==> config.mk <==
export PLATFORM = sky130hd
export DESIGN_NAME = rom_sdram_writer
export DESIGN_NICKNAME = d
export VERILOG_FILES = /design/src/rtl/tangcore_pkg.sv /design/src/rtl/sync_fifo.sv /design/src/rtl/rom_sdram_writer.sv
export SDC_FILE = /design/constraint.sdc
export NUM_CORES = 1
export LEC_CHECK = 0
export BUFFER_PORTS_ARGS = -buffer_cell sky130_fd_sc_hd__buf_2
export CORE_MARGIN = 4
export CORE_UTILIZATION = 48
export CTS_BUF_LIST = sky130_fd_sc_hd__clkbuf_2
export CTS_CLUSTER_DIAMETER = 80
export CTS_CLUSTER_SIZE = 10
export DETAILED_ROUTE_END_ITERATION = 8
export PLACE_DENSITY = 0.76
export RECOVER_POWER = 50
export SETUP_SLACK_MARGIN = 0.2
export SKIP_CTS_REPAIR_TIMING = 1
export SYNTH_ARGS = -nofsm -noshare
export SYNTH_HDL_FRONTEND = slang
export SYNTH_SLANG_ARGS = --single-unit
==> constraint.sdc <==
create_clock -name clk -period 3.7 [get_ports clk]
set_input_delay 0.555 -clock clk [delete_from_list [all_inputs] [get_ports clk]]
set_output_delay 0.555 -clock clk [all_outputs]
set_load 0.1 [all_outputs]
==> src/rtl/tangcore_pkg.sv <==
// Shared state encodings and defaults for the ROM loader path.
package tangcore_pkg;

  typedef enum logic [1:0] {
    IDLE  = 2'd0,
    LOAD  = 2'd1,
    FLUSH = 2'd2,
    DONE  = 2'd3
  } top_state_e;

  typedef enum logic {
    W_IDLE = 1'b0,
    W_REQ  = 1'b1
  } wr_state_e;

  localparam int HEADER_BYTES_DEF = 64;

endpackage

==> src/rtl/sync_fifo.sv <==
// Single-clock FIFO with full/empty flags; a push into a full FIFO is accepted
// only when a pop happens in the same cycle.
module sync_fifo #(
  parameter int WIDTH = 16,
  parameter int DEPTH = 8
) (
  input  logic             i_clk,
  input  logic             i_rst,
  input  logic             i_clr,
  input  logic             i_push,
  input  logic [WIDTH-1:0] i_din,
  input  logic             i_pop,
  output logic [WIDTH-1:0] o_dout,
  output logic             o_full,
  output logic             o_empty
);

  localparam int AW = (DEPTH > 1) ? $clog2(DEPTH) : 1;

  logic [WIDTH-1:0] r_mem [DEPTH];
  logic [AW-1:0]    r_wr_ptr;
  logic [AW-1:0]    r_rd_ptr;
  logic [AW:0]      r_count;
  logic             w_do_push;
  logic             w_do_pop;

  assign o_empty   = (r_count == (AW+1)'(0));
  assign o_full    = (r_count == (AW+1)'(DEPTH));
  assign w_do_pop  = i_pop && !o_empty;
  assign w_do_push = i_push && (!o_full || w_do_pop);
  assign o_dout    = r_mem[r_rd_ptr];

  // pointer and occupancy bookkeeping
  always_ff @(posedge i_clk or posedge i_rst) begin
    if (i_rst) begin
      r_wr_ptr <= AW'(0);
      r_rd_ptr <= AW'(0);
      r_count  <= (AW+1)'(0);
    end else if (i_clr) begin
      r_wr_ptr <= AW'(0);
      r_rd_ptr <= AW'(0);
      r_count  <= (AW+1)'(0);
    end else begin
      if (w_do_push) r_wr_ptr <= r_wr_ptr + AW'(1);
      if (w_do_pop)  r_rd_ptr <= r_rd_ptr + AW'(1);
      case ({w_do_push, w_do_pop})
        2'b10:   r_count <= r_count + (AW+1)'(1);
        2'b01:   r_count <= r_count - (AW+1)'(1);
        default: r_count <= r_count;
      endcase
    end
  end

  // storage array, no reset needed on the data path
  always_ff @(posedge i_clk) begin
    if (w_do_push) r_mem[r_wr_ptr] <= i_din;
  end

endmodule

==> src/rtl/rom_sdram_writer.sv <==
// Packs the SPI ROM byte stream into 16-bit little-endian words and writes them
// to SDRAM through a req/ack port, buffered by a small word FIFO.
module rom_sdram_writer
  import tangcore_pkg::*;
#(
  parameter int ADDR_W       = 22,
  parameter int FIFO_DEPTH   = 8,
  parameter int HEADER_BYTES = HEADER_BYTES_DEF
) (
  input  logic              clk,
  input  logic              reset,
  input  logic              rom_loading,
  input  logic [7:0]        rom_do,
  input  logic              rom_do_valid,
  output logic              mem_req,
  output logic [ADDR_W-1:0] mem_addr,
  output logic [15:0]       mem_din,
  input  logic              mem_ack,
  output logic              hdr_we,
  output logic [5:0]        hdr_addr,
  output logic [7:0]        hdr_data,
  output logic [23:0]       rom_size,
  output logic              busy,
  output logic              done,
  output logic              overflow
);

  top_state_e        r_state, w_state_nxt;
  wr_state_e         r_wstate, w_wstate_nxt;

  logic              r_loading_q;
  logic              r_start_pend;
  logic              r_phase;
  logic [7:0]        r_lo_byte;
  logic [23:0]       r_size;
  logic [ADDR_W-1:0] r_addr;
  logic [15:0]       r_din;
  logic              r_mem_req;
  logic              r_hdr_we;
  logic [5:0]        r_hdr_addr;
  logic [7:0]        r_hdr_data;
  logic              r_overflow;
  logic              r_busy;
  logic              r_done;

  logic              w_rise;
  logic              w_start;
  logic              w_accept;
  logic              w_push;
  logic [15:0]       w_push_data;
  logic              w_pop;
  logic              w_fifo_full;
  logic              w_fifo_empty;
  logic [15:0]       w_fifo_dout;
  logic              w_ack_ok;
  logic              w_drop;
  logic              w_wrap;

  assign w_rise   = rom_loading && !r_loading_q;
  assign w_accept = (r_state == LOAD) && rom_do_valid;
  assign w_pop    = (r_wstate == W_IDLE) && !w_fifo_empty;
  assign w_ack_ok = (r_wstate == W_REQ) && mem_ack;
  assign w_drop   = w_push && w_fifo_full && !w_pop;
  assign w_wrap   = w_ack_ok && (r_addr == {ADDR_W{1'b1}});

  assign mem_req  = r_mem_req;
  assign mem_addr = r_addr;
  assign mem_din  = r_din;
  assign hdr_we   = r_hdr_we;
  assign hdr_addr = r_hdr_addr;
  assign hdr_data = r_hdr_data;
  assign rom_size = r_size;
  assign busy     = r_busy;
  assign done     = r_done;
  assign overflow = r_overflow;

  // top FSM next state; a load (re)starts from IDLE or directly out of DONE
  always_comb begin
    w_state_nxt = r_state;
    w_start     = 1'b0;
    case (r_state)
      IDLE: begin
        if (w_rise || r_start_pend) begin
          w_state_nxt = LOAD;
          w_start     = 1'b1;
        end else begin
          w_state_nxt = IDLE;
        end
      end
      LOAD: begin
        // level test also covers a latched start whose rom_loading already fell
        if (!rom_loading) begin
          w_state_nxt = FLUSH;
        end else begin
          w_state_nxt = LOAD;
        end
      end
      FLUSH: begin
        if (!r_phase && w_fifo_empty && (r_wstate == W_IDLE)) begin
          w_state_nxt = DONE;
        end else begin
          w_state_nxt = FLUSH;
        end
      end
      DONE: begin
        if (w_rise || r_start_pend) begin
          w_state_nxt = LOAD;
          w_start     = 1'b1;
        end else begin
          w_state_nxt = IDLE;
        end
      end
      default: begin
        w_state_nxt = IDLE;
      end
    endcase
  end

  // word assembly: odd bytes complete a word, a pending even byte is padded in FLUSH
  always_comb begin
    w_push      = 1'b0;
    w_push_data = 16'h0000;
    if (w_accept && r_phase) begin
      w_push      = 1'b1;
      w_push_data = {rom_do, r_lo_byte};
    end else if ((r_state == FLUSH) && r_phase) begin
      w_push      = 1'b1;
      w_push_data = {8'h00, r_lo_byte};
    end else begin
      w_push      = 1'b0;
      w_push_data = 16'h0000;
    end
  end

  // writer sub-FSM next state
  always_comb begin
    w_wstate_nxt = r_wstate;
    case (r_wstate)
      W_IDLE: begin
        if (!w_fifo_empty) begin
          w_wstate_nxt = W_REQ;
        end else begin
          w_wstate_nxt = W_IDLE;
        end
      end
      W_REQ: begin
        if (mem_ack) begin
          w_wstate_nxt = W_IDLE;
        end else begin
          w_wstate_nxt = W_REQ;
        end
      end
      default: begin
        w_wstate_nxt = W_IDLE;
      end
    endcase
  end

  // state registers, edge detector and registered status outputs
  always_ff @(posedge clk or posedge reset) begin
    if (reset) begin
      r_state      <= IDLE;
      r_wstate     <= W_IDLE;
      r_loading_q  <= 1'b0;
      r_start_pend <= 1'b0;
      r_mem_req    <= 1'b0;
      r_busy       <= 1'b0;
      r_done       <= 1'b0;
    end else begin
      r_state     <= w_state_nxt;
      r_wstate    <= w_wstate_nxt;
      r_loading_q <= rom_loading;
      r_mem_req   <= (w_wstate_nxt == W_REQ);
      r_busy      <= (w_state_nxt != IDLE);
      r_done      <= (w_state_nxt == DONE);
      if (w_start) begin
        r_start_pend <= 1'b0;
      end else if (w_rise && ((r_state == FLUSH) || (r_state == DONE))) begin
        r_start_pend <= 1'b1;
      end else begin
        r_start_pend <= r_start_pend;
      end
    end
  end

  // byte phase, size counter and header mirror
  always_ff @(posedge clk or posedge reset) begin
    if (reset) begin
      r_phase    <= 1'b0;
      r_lo_byte  <= 8'h00;
      r_size     <= 24'd0;
      r_hdr_we   <= 1'b0;
      r_hdr_addr <= 6'd0;
      r_hdr_data <= 8'h00;
    end else begin
      r_hdr_we <= w_accept && (r_size < 24'(HEADER_BYTES));
      if (w_accept) begin
        r_hdr_addr <= r_size[5:0];
        r_hdr_data <= rom_do;
      end
      if (w_start) begin
        r_phase <= 1'b0;
        r_size  <= 24'd0;
      end else if (w_accept) begin
        r_phase <= !r_phase;
        if (!r_phase) r_lo_byte <= rom_do;
        if (r_size != 24'hFFFFFF) r_size <= r_size + 24'd1;
      end else if (r_state == FLUSH) begin
        r_phase <= 1'b0;
      end
    end
  end

  // SDRAM write port: data captured on pop, address advances on ack
  always_ff @(posedge clk or posedge reset) begin
    if (reset) begin
      r_din      <= 16'h0000;
      r_addr     <= {ADDR_W{1'b0}};
      r_overflow <= 1'b0;
    end else begin
      if (w_pop) r_din <= w_fifo_dout;
      if (w_start) begin
        r_addr <= {ADDR_W{1'b0}};
      end else if (w_ack_ok) begin
        r_addr <= r_addr + ADDR_W'(1);
      end
      if (w_start) begin
        r_overflow <= 1'b0;
      end else if (w_drop || w_wrap) begin
        r_overflow <= 1'b1;
      end
    end
  end

  sync_fifo #(
    .WIDTH (16),
    .DEPTH (FIFO_DEPTH)
  ) u_fifo (
    .i_clk   (clk),
    .i_rst   (reset),
    .i_clr   (w_start),
    .i_push  (w_push),
    .i_din   (w_push_data),
    .i_pop   (w_pop),
    .o_dout  (w_fifo_dout),
    .o_full  (w_fifo_full),
    .o_empty (w_fifo_empty)
  );

endmodule
**Word-level counts from Yosys, hierarchy flattened**

Memory sizes are Yosys's and may differ from the RTL's. A register that Yosys moved wholly into a read port is not among the register bits.
Cells that the tools add are included.

- Bits of input ports: 13
- Flip-flop bits (word level): 88
- Logic and storage cells: 109
- Memories: 1
- Bits in writable memories: 128

- Add/subtract/negate cells: 6
- Bitwise gates (word level): 3
- Reductions and logical operators: 39
- Equal/unequal tests: 9
- Order comparisons: 1
- Mux-type cells: 33

Memory list:

| memory | words | width | rd ports | clocked after memory_dff | write ports | line | RTL |
|---|---|---|---|---|---|---|---|
| u_fifo.r_mem | 8 | 16 | 1 | 1 | 1 | sync_fifo.sv:20 | `logic [WIDTH-1:0] r_mem [DEPTH];` |

Operators by type and width:

| operator | number |
|---|---|
| $mux 24 | 3 |
| $mux 22 | 2 |
| $add 24x1->24 const B | 1 |
| $lt 24x7->1 const B | 1 |
| $ne 24x24->1 const B | 1 |
| $add 22x1->22 const B | 1 |
| $eq 22x22->1 const B | 1 |
| $mux 1 | 17 |
| $mux 16 | 1 |
| $reduce_bool 2->1 | 8 |
| $logic_and 1x1->1 | 15 |
| $mux 3 | 4 |
| $eq 2x2->1 const B | 4 |
| $mux 8 | 1 |
| $pmux 4 s2 | 1 |
| $add 3x1->3 const B | 2 |
| $pmux 2 s3 | 1 |
| $reduce_bool 3->1 | 2 |
| $logic_not 1->1 | 5 |
| $add 4x1->4 const B | 1 |
| $eq 2x1->1 const B | 2 |
| $eq 4x4->1 const B | 1 |
| $logic_not 4->1 | 1 |
| $logic_or 1x1->1 | 4 |
| other kinds (9) | 11 |

**Depth between registers and ports, before layout**

Gate-level depths: netlist of run 1.

- Depth in word-level cells: 9
- Mapped depth: 10
- Depth with buffers taken out: 10

**Modules after synthesis**

A second synthesis of run 1 with hierarchy kept.

- Cells, all modules: 688
- Area, all modules: 9983.3 sq um

Modules (own cells, without submodules):

| module | sequential area each (sq um) | cells each | area each (sq um) | instances |
|---|---|---|---|---|
| sync_fifo | 4093.9 | 263 | 5610.4 | 1 |
| rom_sdram_writer | 2352.3 | 425 | 4372.9 | 1 |

**Worst setup path after synthesis of run 1**

No wires, ideal clock.

- Path type: register to register
- Start: register mem_req (netlist name)
- End: memory u_fifo.r_mem[1][0], enable pin
- Path slack: 173 ps
- Clock period less this slack: 3527 ps
- Data required time: 3264 ps
- Stages on the path, launching flop included: 4
- Data arrival time: 3091 ps
- Buffers on the path: 0
- Path through: dfrtp_1 -> nand4bb_1 -> o211ai_2 -> nor4b_1

RTL lines:

| what | line |
|---|---|
| end, declared | sync_fifo.sv:20 |

**Final worst setup path of run 1**

- Start: register r_state[1]
- End: memory u_fifo.r_mem[1][6], enable pin

- Word-level cells in the longest chain between the ends: 7

Ends and longest elaborated chain:

| what | line | RTL |
|---|---|---|
| start, declared | rom_sdram_writer.sv:28 | `top_state_e r_state, w_state_nxt;` |
| start signal, assigned | rom_sdram_writer.sv:170 | `r_state <= w_state_nxt;` |
| $eq 2x2->1 or $eq 2x1->1 (tied branches) | rom_sdram_writer.sv:126, rom_sdram_writer.sv:60 |  |
| $logic_and 1x1->1 (on tied branches) | rom_sdram_writer.sv:126, rom_sdram_writer.sv:60 |  |
| $mux 1 or $logic_and 1x1->1 (tied branches) | rom_sdram_writer.sv:126, rom_sdram_writer.sv:123 |  |
| $mux 1 (*) | rom_sdram_writer.sv:123 | `if (w_accept && r_phase) begin` |
| $logic_and 1x1->1 (*) | sync_fifo.sv:30 | `assign w_do_push = i_push && (!o_full \|\| w_do_pop);` |
| $mux 1 (*) | sync_fifo.sv:56 | `if (w_do_push) r_mem[r_wr_ptr] <= i_din;` |
| $mux 1 (not written as such) (*) | sync_fifo.sv:56 |  |

Mark *: on every way between the ends. The rest lies on a longest branch, timed or not.

==> results list, run 1 <==
- Overflow after GRT: 0
- Across the VDD grid, the largest voltage drop is slightly below 0.6 mV.
- The number of global-route vias before repair came to ~6,200.
- The signal on the critical path passes through inv_1 > ha_1 > a21o_1 > o211ai_1 > nor4b_4 > buf_4.
* Critical path endpoint category: register
- From synthesis to final layout, the design area changed by 11.9%.
- The run finished, with violations left.
- The mapped netlist covers between 9000 and 10,000 um2.
- On the critical path the largest part of the delay comes from compound AO/OA/AOI/OAI gates.
- Number of iterations in the first detailed-routing pass: 5
* Static Leakage: roughly 4.4 nW
- Synthesized flop and latch total: roughly 230
* Maximum clock frequency: 0.362 GHz
* CTS tree: built
- In the final routed layout, each cell accounts on average for roughly 18 um.
- Most used DFF post-synth: sky130_fd_sc_hd__edfxtp_1
* Distinct cell type count of the synthesized netlist: about 50
- For the worst setup path, the data arrival time is about 3300 ps.
- Number of filler cells placed in the layout: between 1,500 and 2,000
- The initial utilization of the core area, before any placement, comes to 49.5%.
- Pwr Density: around 690 nW/um2
- Measured against its own limit, the worst slew margin works out to -61.8%.
* Num ports: 94
- From bottom edge to top edge, the die measures around 150 um.
* Violation count after the first detailed-route iteration: around 420
* Syn nets: between 700 and 800
- Async S/R FF share, synth: 44.8%
* TritonCTS Sinks: about 230
- Across every metal layer, demand over resource in global routing totals around 18%.
- Maximum number of pins on one net before global-route repair: between 60 and 70
- Measured along the x axis, the die boundary spans roughly 150 um.
* Number of buffers created by CTS: 27
- Root buffer cell: sky130_fd_sc_hd__clkbuf_2
- The clock reaches the later pin of the worst-skew pair after 800 ps.
* Number of synthesis warnings: 0
* Path type of the worst setup path: register to register
* Routability congestion estimate from global placement: between 0.8 and 0.9
* Post-route fraction of the period consumed by the critical path: between 70% and 80%
* CTS max path bufs: 3
- Post-synthesis instance total: between 700 and 800
- Transition time of the tightest slew-check pin: ~2400 ps
- In this run the remaining antenna-violating nets after routing total 0.
* Count of vias placed by the detailed router: around 6,300
- Drt via density: between 5 and 6
- After detailed placement, the total cell area comes to ~11,000 um2.
- The number of antenna violations at the first check in global routing is 1.
- The number of pins with negative max-slew slack in the final report was 61.
- The core region is ~20,000 um2.
- Each instance of the synthesized netlist takes up on average 13.7 um2.
- The number of placed instances, taps included, is between 1,000 and 1,500.
* CTS H-tree depth: 1
- First-pass GRT wire length: 33,000 um
* WL final: slightly above 20,000 um
* Setup repair after global routing missed its margin: no
* Sequential-to-total area share from yosys stat: roughly two thirds
- After the last flow step, the layout net total stands at about 860.
- Final Hold Viols: 0
* Share of layout cells above drive strength 1: about 25%
* Violated checks: max-capacitance violations, max-slew violations
* Critical path required time: between 4000 and 5000 ps
* Maximum fanout along the worst path: 12
- Floorplan row count: around 50
- Across the run, the number of max-cap violations was 1.
- The worst setup path is launched from a register.
- Slowest stage cell, crit path: sky130_fd_sc_hd__nor4b_4
* Worst clock skew: ~62 ps
- The number of buffers and inverters on the critical path is 2.
- Setup total negative slack on the finished layout was measured at 0 ps.
- Subtracting the final worst setup slack from the clock period gives approximately 2800 ps.
- Clock-pin slew on the worst setup and hold paths: 190 ps
- Setup violations remaining at the end of the flow were counted as 0.
- The floorplan step defined a die boundary enclosing approximately 23,000 um2.
* Detailed-placement wirelength estimate: between 10,000 and 15,000 um
- Power Total: roughly 7.6 mW
- Buffers added on ports: slightly above 90
- With fillers left out, the area of the finished cells amounts to about 11,000 um2.
- The finished layout holds approximately 1,100 standard cells, fillers aside.
* Number of enable flip-flop cells after synthesis: 128
- Fin Hold WS: roughly 230 ps
- Worst min-delay path class: input pin to register
* Drc violations: 0
- For this run, the slowest stage of the critical path takes about 700 ps.
==> final timing paths <==
| kind | startpoint | to | slack [ps] | cells past startpoint |
|---|---|---|---|---|
| min in group asynchronous | reset | mem_din[14]$_DFFE_PP0P_ | 1100 | 3 |
| hold reg to reg | mem_din[8]$_DFFE_PP0P_ | mem_din[8]$_DFFE_PP0P_ | 490 | 2 |
| hold / removal | mem_ack | mem_req$_DFF_PP0_ | 230 | 3 |
| max in group asynchronous | reset | r_lo_byte[3]$_DFFE_PP0P_ | 990 | 4 |
| setup / recovery | r_state[1]$_DFF_PP0_ | u_fifo.r_mem[1][6]$_DFFE_PP_ | 940 | 6 |
| setup reg to reg | r_state[1]$_DFF_PP0_ | u_fifo.r_mem[1][6]$_DFFE_PP_ | 940 | 6 |
==> stage by stage <==
stage	worst slack (ps)	utilization [%]
after floorplan	355	-
after global placement	1160	53.8
after detailed placement	1050	53.8
after CTS	1030	54.9
after global routing	502	55.4
final	936	55.4
==> registers in the layout (all words and copies together) (netlist names) <==
signal and cells:
busy 1, r_lo_byte 8, r_start_pend 1, mem_req 1, hdr_we 1, u_fifo.r_count 4, r_state 2, rom_size 24
hdr_addr 6, u_fifo.r_rd_ptr 3, done 1, r_loading_q 1, mem_addr 22, u_fifo.r_mem 128, hdr_data 8, u_fifo.r_wr_ptr 3
mem_din 16, r_phase 1, overflow 1
==> layout make-up <==
type	instances	area, um2	share of cell area (%)
diodes	2	5.00	0.0457
clock buffers	42	210	1.92
inverters	11	41.3	0.377
flip-flops and latches	232	6450	58.9
clock inverters	3	16.3	0.148
multi-input cells	441	3210	29.3
well taps	265	332	3.03
repair buffers	121	693	6.33
==> worst min-delay path, delay by kind of cell <==
kind / cells / cell delay [ps]
simple gates: 1 / 270
buf+inv: 1 / 90
compound gates: 1 / 70
==> cells by family (layout without fill, tap and decap cells) <==
logic type	after synthesis	in the layout	synth area share, %
AOI/OAI and AO/OA	78	78	4.63
DFF	232	232	65.9
other	0	2	0
muxes	59	59	10.2
and+or+nand+nor	262	262	13.4
xor gates and xnor gates	32	32	2.86
adders and majority gates	10	10	1.28
buffers and inverters	42	177	1.73
==> report_power, final <==
group | internal, mW | switching, mW | leakage (nW)
clock network | 0.296 | 0.811 | 0.184
registers | 3.08 | 0.394 | 2.48
logic | 0.832 | 2.19 | 1.73
total | 4.21 | 3.39 | 4.40
==> synthesized netlist by cell type (2+ instances only) <==
cell                         n  area share [%]
sky130_fd_sc_hd__nor2_1     52             2.0
sky130_fd_sc_hd__xnor2_1    21             1.9
sky130_fd_sc_hd__o211ai_1    3            0.23
sky130_fd_sc_hd__nand2b_1    2            0.13
sky130_fd_sc_hd__or4_1       5            0.38
sky130_fd_sc_hd__nor2b_1     2            0.13
sky130_fd_sc_hd__and4_1      8            0.72
sky130_fd_sc_hd__mux2i_1    18             1.8
sky130_fd_sc_hd__a31oi_1     4            0.26
sky130_fd_sc_hd__o21ai_0    36             1.8
sky130_fd_sc_hd__nor4_1     12            0.77
sky130_fd_sc_hd__nor3b_1     2            0.15
sky130_fd_sc_hd__mux4_2     32             7.4
sky130_fd_sc_hd__buf_2       5            0.26
sky130_fd_sc_hd__nand2_1    94             3.6
sky130_fd_sc_hd__edfxtp_1  128              39
sky130_fd_sc_hd__a21o_1      2            0.15
sky130_fd_sc_hd__mux2_2      9             1.0
sky130_fd_sc_hd__a211oi_1    2            0.15
sky130_fd_sc_hd__xor2_1     11            0.98
sky130_fd_sc_hd__o21a_1      3            0.23
sky130_fd_sc_hd__a31o_2      2            0.18
sky130_fd_sc_hd__ha_1       10             1.3
sky130_fd_sc_hd__nor4b_1     2            0.18
sky130_fd_sc_hd__nand4_1    12            0.77
sky130_fd_sc_hd__nor3_1     17            0.87
sky130_fd_sc_hd__inv_1      11            0.42
sky130_fd_sc_hd__or3_1      12            0.77
sky130_fd_sc_hd__and2_1      4            0.26
sky130_fd_sc_hd__and3_1     18             1.2
sky130_fd_sc_hd__dfrtp_1   104              27
sky130_fd_sc_hd__clkbuf_1   23            0.88
sky130_fd_sc_hd__a21oi_1    21             1.1
sky130_fd_sc_hd__nand3_1    13            0.66
==> cell usage in the layout, fill, tap and decap left out, types with 12 or more instances in the layout <==
cell type and count:
sky130_fd_sc_hd__a21oi_1 21, sky130_fd_sc_hd__and3_1 18, sky130_fd_sc_hd__buf_2 92, sky130_fd_sc_hd__buf_4 16
sky130_fd_sc_hd__clkbuf_2 43, sky130_fd_sc_hd__dfrtp_1 102, sky130_fd_sc_hd__edfxtp_1 128, sky130_fd_sc_hd__mux2i_1 18
sky130_fd_sc_hd__mux4_2 32, sky130_fd_sc_hd__nand2_1 94, sky130_fd_sc_hd__nand3_1 13, sky130_fd_sc_hd__nand4_1 12
sky130_fd_sc_hd__nor2_1 52, sky130_fd_sc_hd__nor3_1 14, sky130_fd_sc_hd__o21ai_0 36, sky130_fd_sc_hd__or3_1 12
sky130_fd_sc_hd__xnor2_1 21
==> routing by layer <==
metal  track usage [%]  up-vias  routed length, um
met1              26.8     3141               9180
li1                  -     2894                  -
met2              28.9      184               9660
met5                 0        -                  0
met4              4.67        0                395
met3              3.59       35               1280
No activity file was read; power rests on OpenSTA's default activity.
==> inputs of run 2 (changes only) <==
==> constraint.sdc (replaced) <==
create_clock -name clk -period 2.6 [get_ports clk]
set_input_delay 0.39 -clock clk [delete_from_list [all_inputs] [get_ports clk]]
set_output_delay 0.39 -clock clk [all_outputs]
set_load 0.1 [all_outputs]
==> run 2 against run 1 <==
  * The run now ends clean
  * Flip-flop and latch count unchanged
  * Cell count increased by 0.72%
  * Utilization increased by 0.59 points
  * Combinational power increased by 53%
  * Sequential share of layout area decreased by 0.55 points
  * Via count decreased by 0.66%
  * Wire length decreased by 1.8%
  * Setup slack got worse by 620 ps
  * Register-to-register slack got worse by 620 ps
  * Clock-buffer cell count increased by 2
  * Critical path type unchanged
==> results list, run 2 (synthesized netlist as in run 1, its figures left out) <==
- Path type of the worst setup path: register to register
- Clock share of power: 14.6% (about the same)
- Vias in the first global route: 6,184 (+0.23%)
- Most common cell after layout, fill and taps aside: sky130_fd_sc_hd__edfxtp_1
- The worst setup path is captured at a register.
- The root buffer cell chosen for the clock tree is sky130_fd_sc_hd__clkbuf_2.
* Transition time of the tightest slew-check pin: 1390 ps (-1040 ps)
* Area added between synthesis and finish: 13.1%
- The level count of the clock H-tree is 1 (unchanged).
* TritonCTS Sinks: 232 (unchanged)
- Max FFs per register: 128 (unchanged)
- The internal power summed over all cells is 6.09 mW (+45%).
- The total CTS buffers is 27 (unchanged).
* Finished Layout Cells: 1,125 (+0.72%)
* Detail Route Antenna Nets: 0 (unchanged)
- Worst min-delay path class: input pin to register
- Most frequent cells in the layout: sky130_fd_sc_hd__edfxtp_1, sky130_fd_sc_hd__dfrtp_1, sky130_fd_sc_hd__nand2_1
- Register with the highest flop count: u_fifo.r_mem
* Total number of nets in the final design: 864 (+0.82%)
* Highest ir drop seen on vdd: 0.913 mV (+56%)
- Combinational power share: 42.0% (+2.3 points)
- Violation count after the first detailed-route iteration: 410 (-1.9%)
* First-pass GRT wire length: 32,700 um (-0.96%)
- The total leakage power is 4.43 nW (+0.77%).
* Max-Slew Margin vs Limit: 6.98% (+69 points)
- Final Critical Period: 2280 ps (-483 ps)
* Critical path launch point type: register
- Post-route fraction of the period consumed by the critical path: 87.7% (+13 points)
- The final HPWL from detailed placement is 13,400 um (about the same).
- Max Cap Viol: 0 (-1)
- Num ports: 94 (unchanged)
* Area used by sequential logic in the layout: 6460 um2 (+0.14%)
- Count of vias placed by the detailed router: 6,213 (-0.66%)
- Multi-input gate area in the final layout: 3250 um2 (+1.1%)
- The highest clock frequency the design can meet is 0.438 GHz (+21%).
* Routability congestion estimate from global placement: 0.796 (-4.6%)
* Die outline height: 151 um (unchanged)
- Number of iterations in the first detailed-routing pass: 7 (+2)
- Effective utilization at floorplan: 49.5% (unchanged)
- The arrival time at the worst endpoint came to 2990 ps (-310 ps).
* Logic depth of the worst register-to-register path: 6 (unchanged)
- Initial antenna violation count: 1 (unchanged)
- Net switching power figure: 4.88 mW (+44%)
- Maximum fanout along the worst path: 35 (+23)
- The average wire per standard cell is 17.9 um (-2.5%).
- The number of pins with negative max-slew slack in the final report came to 0 (-100%).
- Setup repair after global routing could not meet its margin everywhere.
* Skew-Pair Late Insertion Delay: 810 ps (about the same)
- Worst clock skew: 84.0 ps (+21.6 ps)
- The post-detailed-routing wire length is 20,100 um (-1.8%).
* Overflow after GRT: 0 (unchanged)
- Core region area: 19,800 um2 (unchanged)
- Number of filler cells placed in the layout: 1,621 (-1.3%)
- The final instance area was 11,100 um2 (+1.1%).
- The switching share of total power was 44.5% (-0.15 points).
* Placed inst area: 10,700 um2 (+0.95%)
- The number of cells after detailed placement is 1,066 (+0.57%).
- Drc violations: 0 (unchanged)
- Clock-pin slew on the worst setup and hold paths: 220 ps (+30 ps)
- The critical path data required time came to 3310 ps (-920 ps).
* Final Hold Viols: 0 (unchanged)
- The run finished with clean final reports.
- The floorplan row count was 51 (unchanged).
- The pin count of the biggest net entering global routing is 40 (-34%).
* Pwr Density: 991 nW/um2 (+43%)
- The die width was 151 um (unchanged).
- The number of setup violations in the final report was 0 (unchanged).
- Area of the die: 22,700 um2 (unchanged)
- Drt via density: 5.52 (-1.4%)
- GRT Resource Usage Total: 18.1% (-0.30 points)
* CTS tree: built
* Share of layout cells above drive strength 1: 26.8% (+2.2 points)
- Buffers added on ports: 93 (unchanged)
* CTS max path bufs: 3 (unchanged)
- Sequential power share: 43.4% (-2.3 points)
- Worst hold stages: 4 (+1)
run 2: final cells by class:
type                            instances  area share, %
Sequential cell                       232           58.3
Multi-Input combinational cell        441           29.3
Timing Repair Buffer                  128           6.80
Tap cell                              265           2.99
Clock buffer                           44           1.99
Inverter                               11          0.384
Clock inverter                          3          0.181
Antenna cell                            1         0.0226
run 2: power groups by stage:
stage,Sequential (mW),Combinational (mW),Clock (mW)
CTS,4.76,4.62,1.68
global route,4.83,4.94,1.85
global placement,4.82,4.55,0
floorplan,6.59,1.90,0
finish,4.76,4.61,1.60
detailed placement,4.84,4.62,0
run 2: worst paths after layout:
kind / startpoint / endpoint / slack [ps]
min reg2reg: hdr_data[2]$_DFFE_PP0P_ / hdr_data[2]$_DFFE_PP0P_ / 500
min in group asynchronous: reset / mem_din[7]$_DFFE_PP0P_ / 400
min: rom_do_valid / rom_size[8]$_DFFE_PP0P_ / 180
max reg2reg: u_fifo.r_count[0]$_DFFE_PP0P_ / u_fifo.r_count[2]$_DFFE_PP0P_ / 320
max in group asynchronous: reset / rom_size[4]$_DFFE_PP0P_ / 600
max: u_fifo.r_count[0]$_DFFE_PP0P_ / u_fifo.r_count[2]$_DFFE_PP0P_ / 320
run 2: worst max-delay path, stage by stage (launching register included):
cell and delay (ps):
sky130_fd_sc_hd__dfrtp_1 500, sky130_fd_sc_hd__or4_1 550, sky130_fd_sc_hd__nand2_1 120, sky130_fd_sc_hd__buf_4 330, sky130_fd_sc_hd__mux2i_2 390, sky130_fd_sc_hd__nor2_1 80, sky130_fd_sc_hd__a31o_2 220
run 2: metrics by stage:
stage | hold slack [ps] | setup WS (ps) | setup TNS, ps | total power [mW] | utilization, %
after detailed placement | 457 | 290 | 0 | 9.46 | 54.3
after floorplan | 421 | -87.6 | -2800 | 8.49 | -
after global placement | 456 | 364 | 0 | 9.37 | 54.3
after global routing | 138 | 161 | 0 | 11.6 | 56.0
final | 179 | 319 | 0 | 11.0 | 56.0
after CTS | -392 | 234 | 0 | 11.1 | 55.5
run 2: per-layer routing:
metal / routed length (um) / track usage, % / vias up
li1: - / - / 2911
met1: 8620 / 24.9 / 3103
met2: 10000 / 30.3 / 175
met3: 1230 / 3.41 / 24
met4: 277 / 4.31 / 0
met5: 0 / 0 / -
==> inputs of run 3 (changes only) <==
--- a/config.mk
+++ b/config.mk
@@ -14,7 +14,7 @@
 export DETAILED_ROUTE_END_ITERATION = 8
 export PLACE_DENSITY = 0.76
 export RECOVER_POWER = 50
-export SETUP_SLACK_MARGIN = 0.2
+export SETUP_SLACK_MARGIN = 0.4
 export SKIP_CTS_REPAIR_TIMING = 1
 export SYNTH_ARGS = -nofsm -noshare
 export SYNTH_HDL_FRONTEND = slang
==> run 3 against run 2 <==
  * Sequential share of layout area fell by 0.92 points
  * Wire length rose by 2.7%
  * Flip-flop and latch count did not move
  * Worst hold slack got worse by 81 ps
  * Total power rose by 1.9%
  * Setup slack got worse by 10 ps
  * Highest routed layer is now met5
==> results list, run 3 (synthesized netlist as in run 1, its figures left out) <==
- The number of DRC violations after detailed-routing iteration 0 is 396 (-3.4%).
- The largest stage delay on the critical path is 580 ps (+30 ps).
- Drt via density: 5.56 (+0.65%)
- Most common cell after layout, fill and taps aside: sky130_fd_sc_hd__edfxtp_1
- The fraction of layout cells with a size suffix above 1 was 31.6% (+4.8 points).
* Buffers added on ports: 93 (unchanged)
- The number of global-route vias before repair is 6,225 (+0.66%).
- Maximum clock frequency: 0.436 GHz (-0.44%)
- Die outline height: 151 um (unchanged)
- CTS max path bufs: 3 (unchanged)
- The final HPWL from detailed placement came to 13,700 um (+2.1%).
- The number of max-cap violations came to 0 (unchanged).
* Post-route fraction of the period consumed by the critical path: 88.1% (+0.39 points)
- Effective utilization at floorplan: 49.5% (unchanged)
* Core region area: 19,800 um2 (unchanged)
- Overflow after GRT: 0 (unchanged)
- Launch point of the worst reg-to-reg path: u_fifo.r_count[1]$_DFFE_PP0P_
* Pwr Density: 988 nW/um2 (-0.27%)
* Maximum number of pins on one net before global-route repair: 89 (+120%)
* Reg-to-reg setup timing slack: 310 ps (about the same)
* Setup repair after global routing missed its margin: yes
* Worst min-delay path class: input pin to register
- The slowest stage of the critical path belongs to the cell sky130_fd_sc_hd__or4_4.
- The post-placement setup slack came to 285 ps (-5.58 ps).
- The die width was 151 um (unchanged).
- The post-layout net count came to 870 (+0.69%).
- The total CTS buffers is 27 (unchanged).
- Skew-Pair Late Insertion Delay: 790 ps (-20 ps)
- The total leakage power is 4.41 nW (-0.45%).
* CTS H-tree depth: 1 (unchanged)
* Net switching power figure: 4.96 mW (+1.6%)
- Broken down by cell family, the worst path's largest delay share belongs to simple AND/OR/NAND/NOR gates.
- The number of clock sinks seen by CTS was 232 (unchanged).
- The count of pins on the block boundary came to 94 (unchanged).
- The number of setup violations in the final report is 0 (unchanged).
* Pint: 6.22 mW (+2.1%)
* Maximum fanout along the worst path: 34 (-2.9%)
- The switching share of total power was 44.3% (-0.11 points).
- The shortest clock period the worst path allows after layout was 2290 ps (+10.0 ps).
- Number of iterations in the first detailed-routing pass: 5 (-2)
- CP Cell Sequence: or4_4 > nand2_4 > clkbuf_2 > nor4b_4 > o21a_1 > nor3_1
- The clock power share came to 14.6% (about the same).
- The number of buffers and inverters on the critical path came to 1 (unchanged).
- Final Hold Viols: 0 (unchanged)
- The register share of total power is 43.0% (-0.4 points).
* Setup ws final: 309 ps (-10.0 ps)
* Worst reg2reg endpoint: u_fifo.r_count[3]$_DFFE_PP0P_
- The worst setup skew after layout came to 92.3 ps (+8.26 ps).
- Critical path required time: 3270 ps (-40 ps)
- The number of stages on the worst hold path is 3 (-1).
- The final routed DRC violation total is 0 (unchanged).
- The clock transition time at the flip-flop clock pins of the worst setup and hold paths came to 210 ps (about the same).
* Root buffer cell: sky130_fd_sc_hd__clkbuf_2
* Max-Slew Margin vs Limit: 19.8% (+13 points)
- Placed inst area: 10,800 um2 (+0.31%)
- The total number of vias came to 6,298 (+1.4%).
- Combinational power share: 42.4% (+0.4 points)
* Path type of the worst setup path: register to register
* Worst EP arrival: 2960 ps (-30 ps)
* Final standard cell area without fillers: 11,300 um2 (+2.2%)
- Floorplan row count: 51 (unchanged)
- Relative to the synthesized area, the layout overhead comes to 15.6%.
- The post-detailed-routing wire length was 20,700 um (+2.7%).
- Detail Route Antenna Nets: 0 (unchanged)
- TritonCTS built the clock tree.
* Hold Path End: mem_req$_DFF_PP0_
- The global-route wire length before repair came to 33,000 um (+1.1%).
* Area of the die: 22,700 um2 (unchanged)
- The worst-margin pin slew is 1200 ps (-185 ps).
* Antenna diode instance count: 0 (-1)
- Outcome: completed
- Average routed wire per standard cell: 18.3 um (+2.0%)
* Initial antenna violation count: 1 (unchanged)
* Logic depth of the worst register-to-register path: 6 (unchanged)
* GRT Resource Usage Total: 18.3% (+0.21 points)
- Most frequent cells in the layout: sky130_fd_sc_hd__edfxtp_1, sky130_fd_sc_hd__nand2_1, sky130_fd_sc_hd__buf_2
- Register with the highest flop count: u_fifo.r_mem
* Routability congestion estimate from global placement: 0.855 (+7.5%)
- Highest ir drop seen on vdd: 0.709 mV (-22%)
- The number of pins with negative max-slew slack in the final report came to 0 (unchanged).
* Critical path endpoint category: register
- Worst hold start: mem_ack
* Max FFs per register: 128 (unchanged)
- The worst setup path is launched from a register.
* Fin Hold WS: 97.9 ps (-81.5 ps)
-- run 3: cell types whose count changed in the layout (fill, tap and decap cells not counted), sizes merged --
cell and delta:
dlygate4sd3 -1, clkbuf +28, diode -1, buf -18
-- run 3: area by class of cell --
class,instances,area (um2)
fill,1589,8470
sequential,232,6490
multi-input combinational,441,3340
timing repair buffer,134,855
tap,265,332
clock buffer,47,235
inverter,11,42.5
clock inverter,3,20.0
-- run 3: worst max path at each step --
stage | cells past startpoint | startpoint | slack, ps | endpoint
2_1_floorplan | 3 | mem_req$_DFF_PP0_ | -110 | u_fifo.r_mem[2][0]$_DFFE_PP_
3_3_place_gp | 10 | r_state[0]$_DFF_PP0_ | 370 | u_fifo.r_count[3]$_DFFE_PP0P_
3_5_place_dp | 10 | r_state[0]$_DFF_PP0_ | 280 | u_fifo.r_count[3]$_DFFE_PP0P_
4_1_cts | 10 | r_state[0]$_DFF_PP0_ | 220 | u_fifo.r_count[3]$_DFFE_PP0P_
5_1_grt | 6 | u_fifo.r_count[1]$_DFFE_PP0P_ | 190 | u_fifo.r_count[3]$_DFFE_PP0P_
6_report | 6 | u_fifo.r_count[1]$_DFFE_PP0P_ | 310 | u_fifo.r_count[3]$_DFFE_PP0P_
-- run 3: routing by layer --
| metal | global-route usage (%) | wire length, um | vias to the layer above |
|---|---|---|---|
| met1 | 25.2 | 8760 | 3128 |
| met3 | 3.77 | 1260 | 41 |
| met2 | 30.2 | 10300 | 201 |
| li1 | - | - | 2926 |
| met4 | 4.62 | 385 | 2 |
| met5 | 0 | 7 | - |
-- run 3: power groups by stage --
stage	clock network [mW]	registers (mW)	logic, mW
after floorplan	0	6.61	1.92
after global routing	1.88	4.88	5.06
after detailed placement	0	4.88	4.60
final	1.63	4.81	4.74
after CTS	1.69	4.80	4.61
after global placement	0	4.86	4.54
-- run 3: metrics by stage --
stage / TNS (ps) / std cells / util, % / total power, mW
after floorplan: -3580 / 715 / - / 8.52
after global placement: 0 / 1065 / 54.5 / 9.40
after detailed placement: 0 / 1065 / 54.5 / 9.48
after CTS: 0 / 1115 / 55.8 / 11.1
after global routing: 0 / 1133 / 57.2 / 11.8
final: 0 / 1133 / 57.2 / 11.2
-- run 3: worst min-delay path, stage by stage --
cell	delay, ps
sky130_fd_sc_hd__buf_2	90
sky130_fd_sc_hd__and2_1	260
sky130_fd_sc_hd__a21oi_1	70
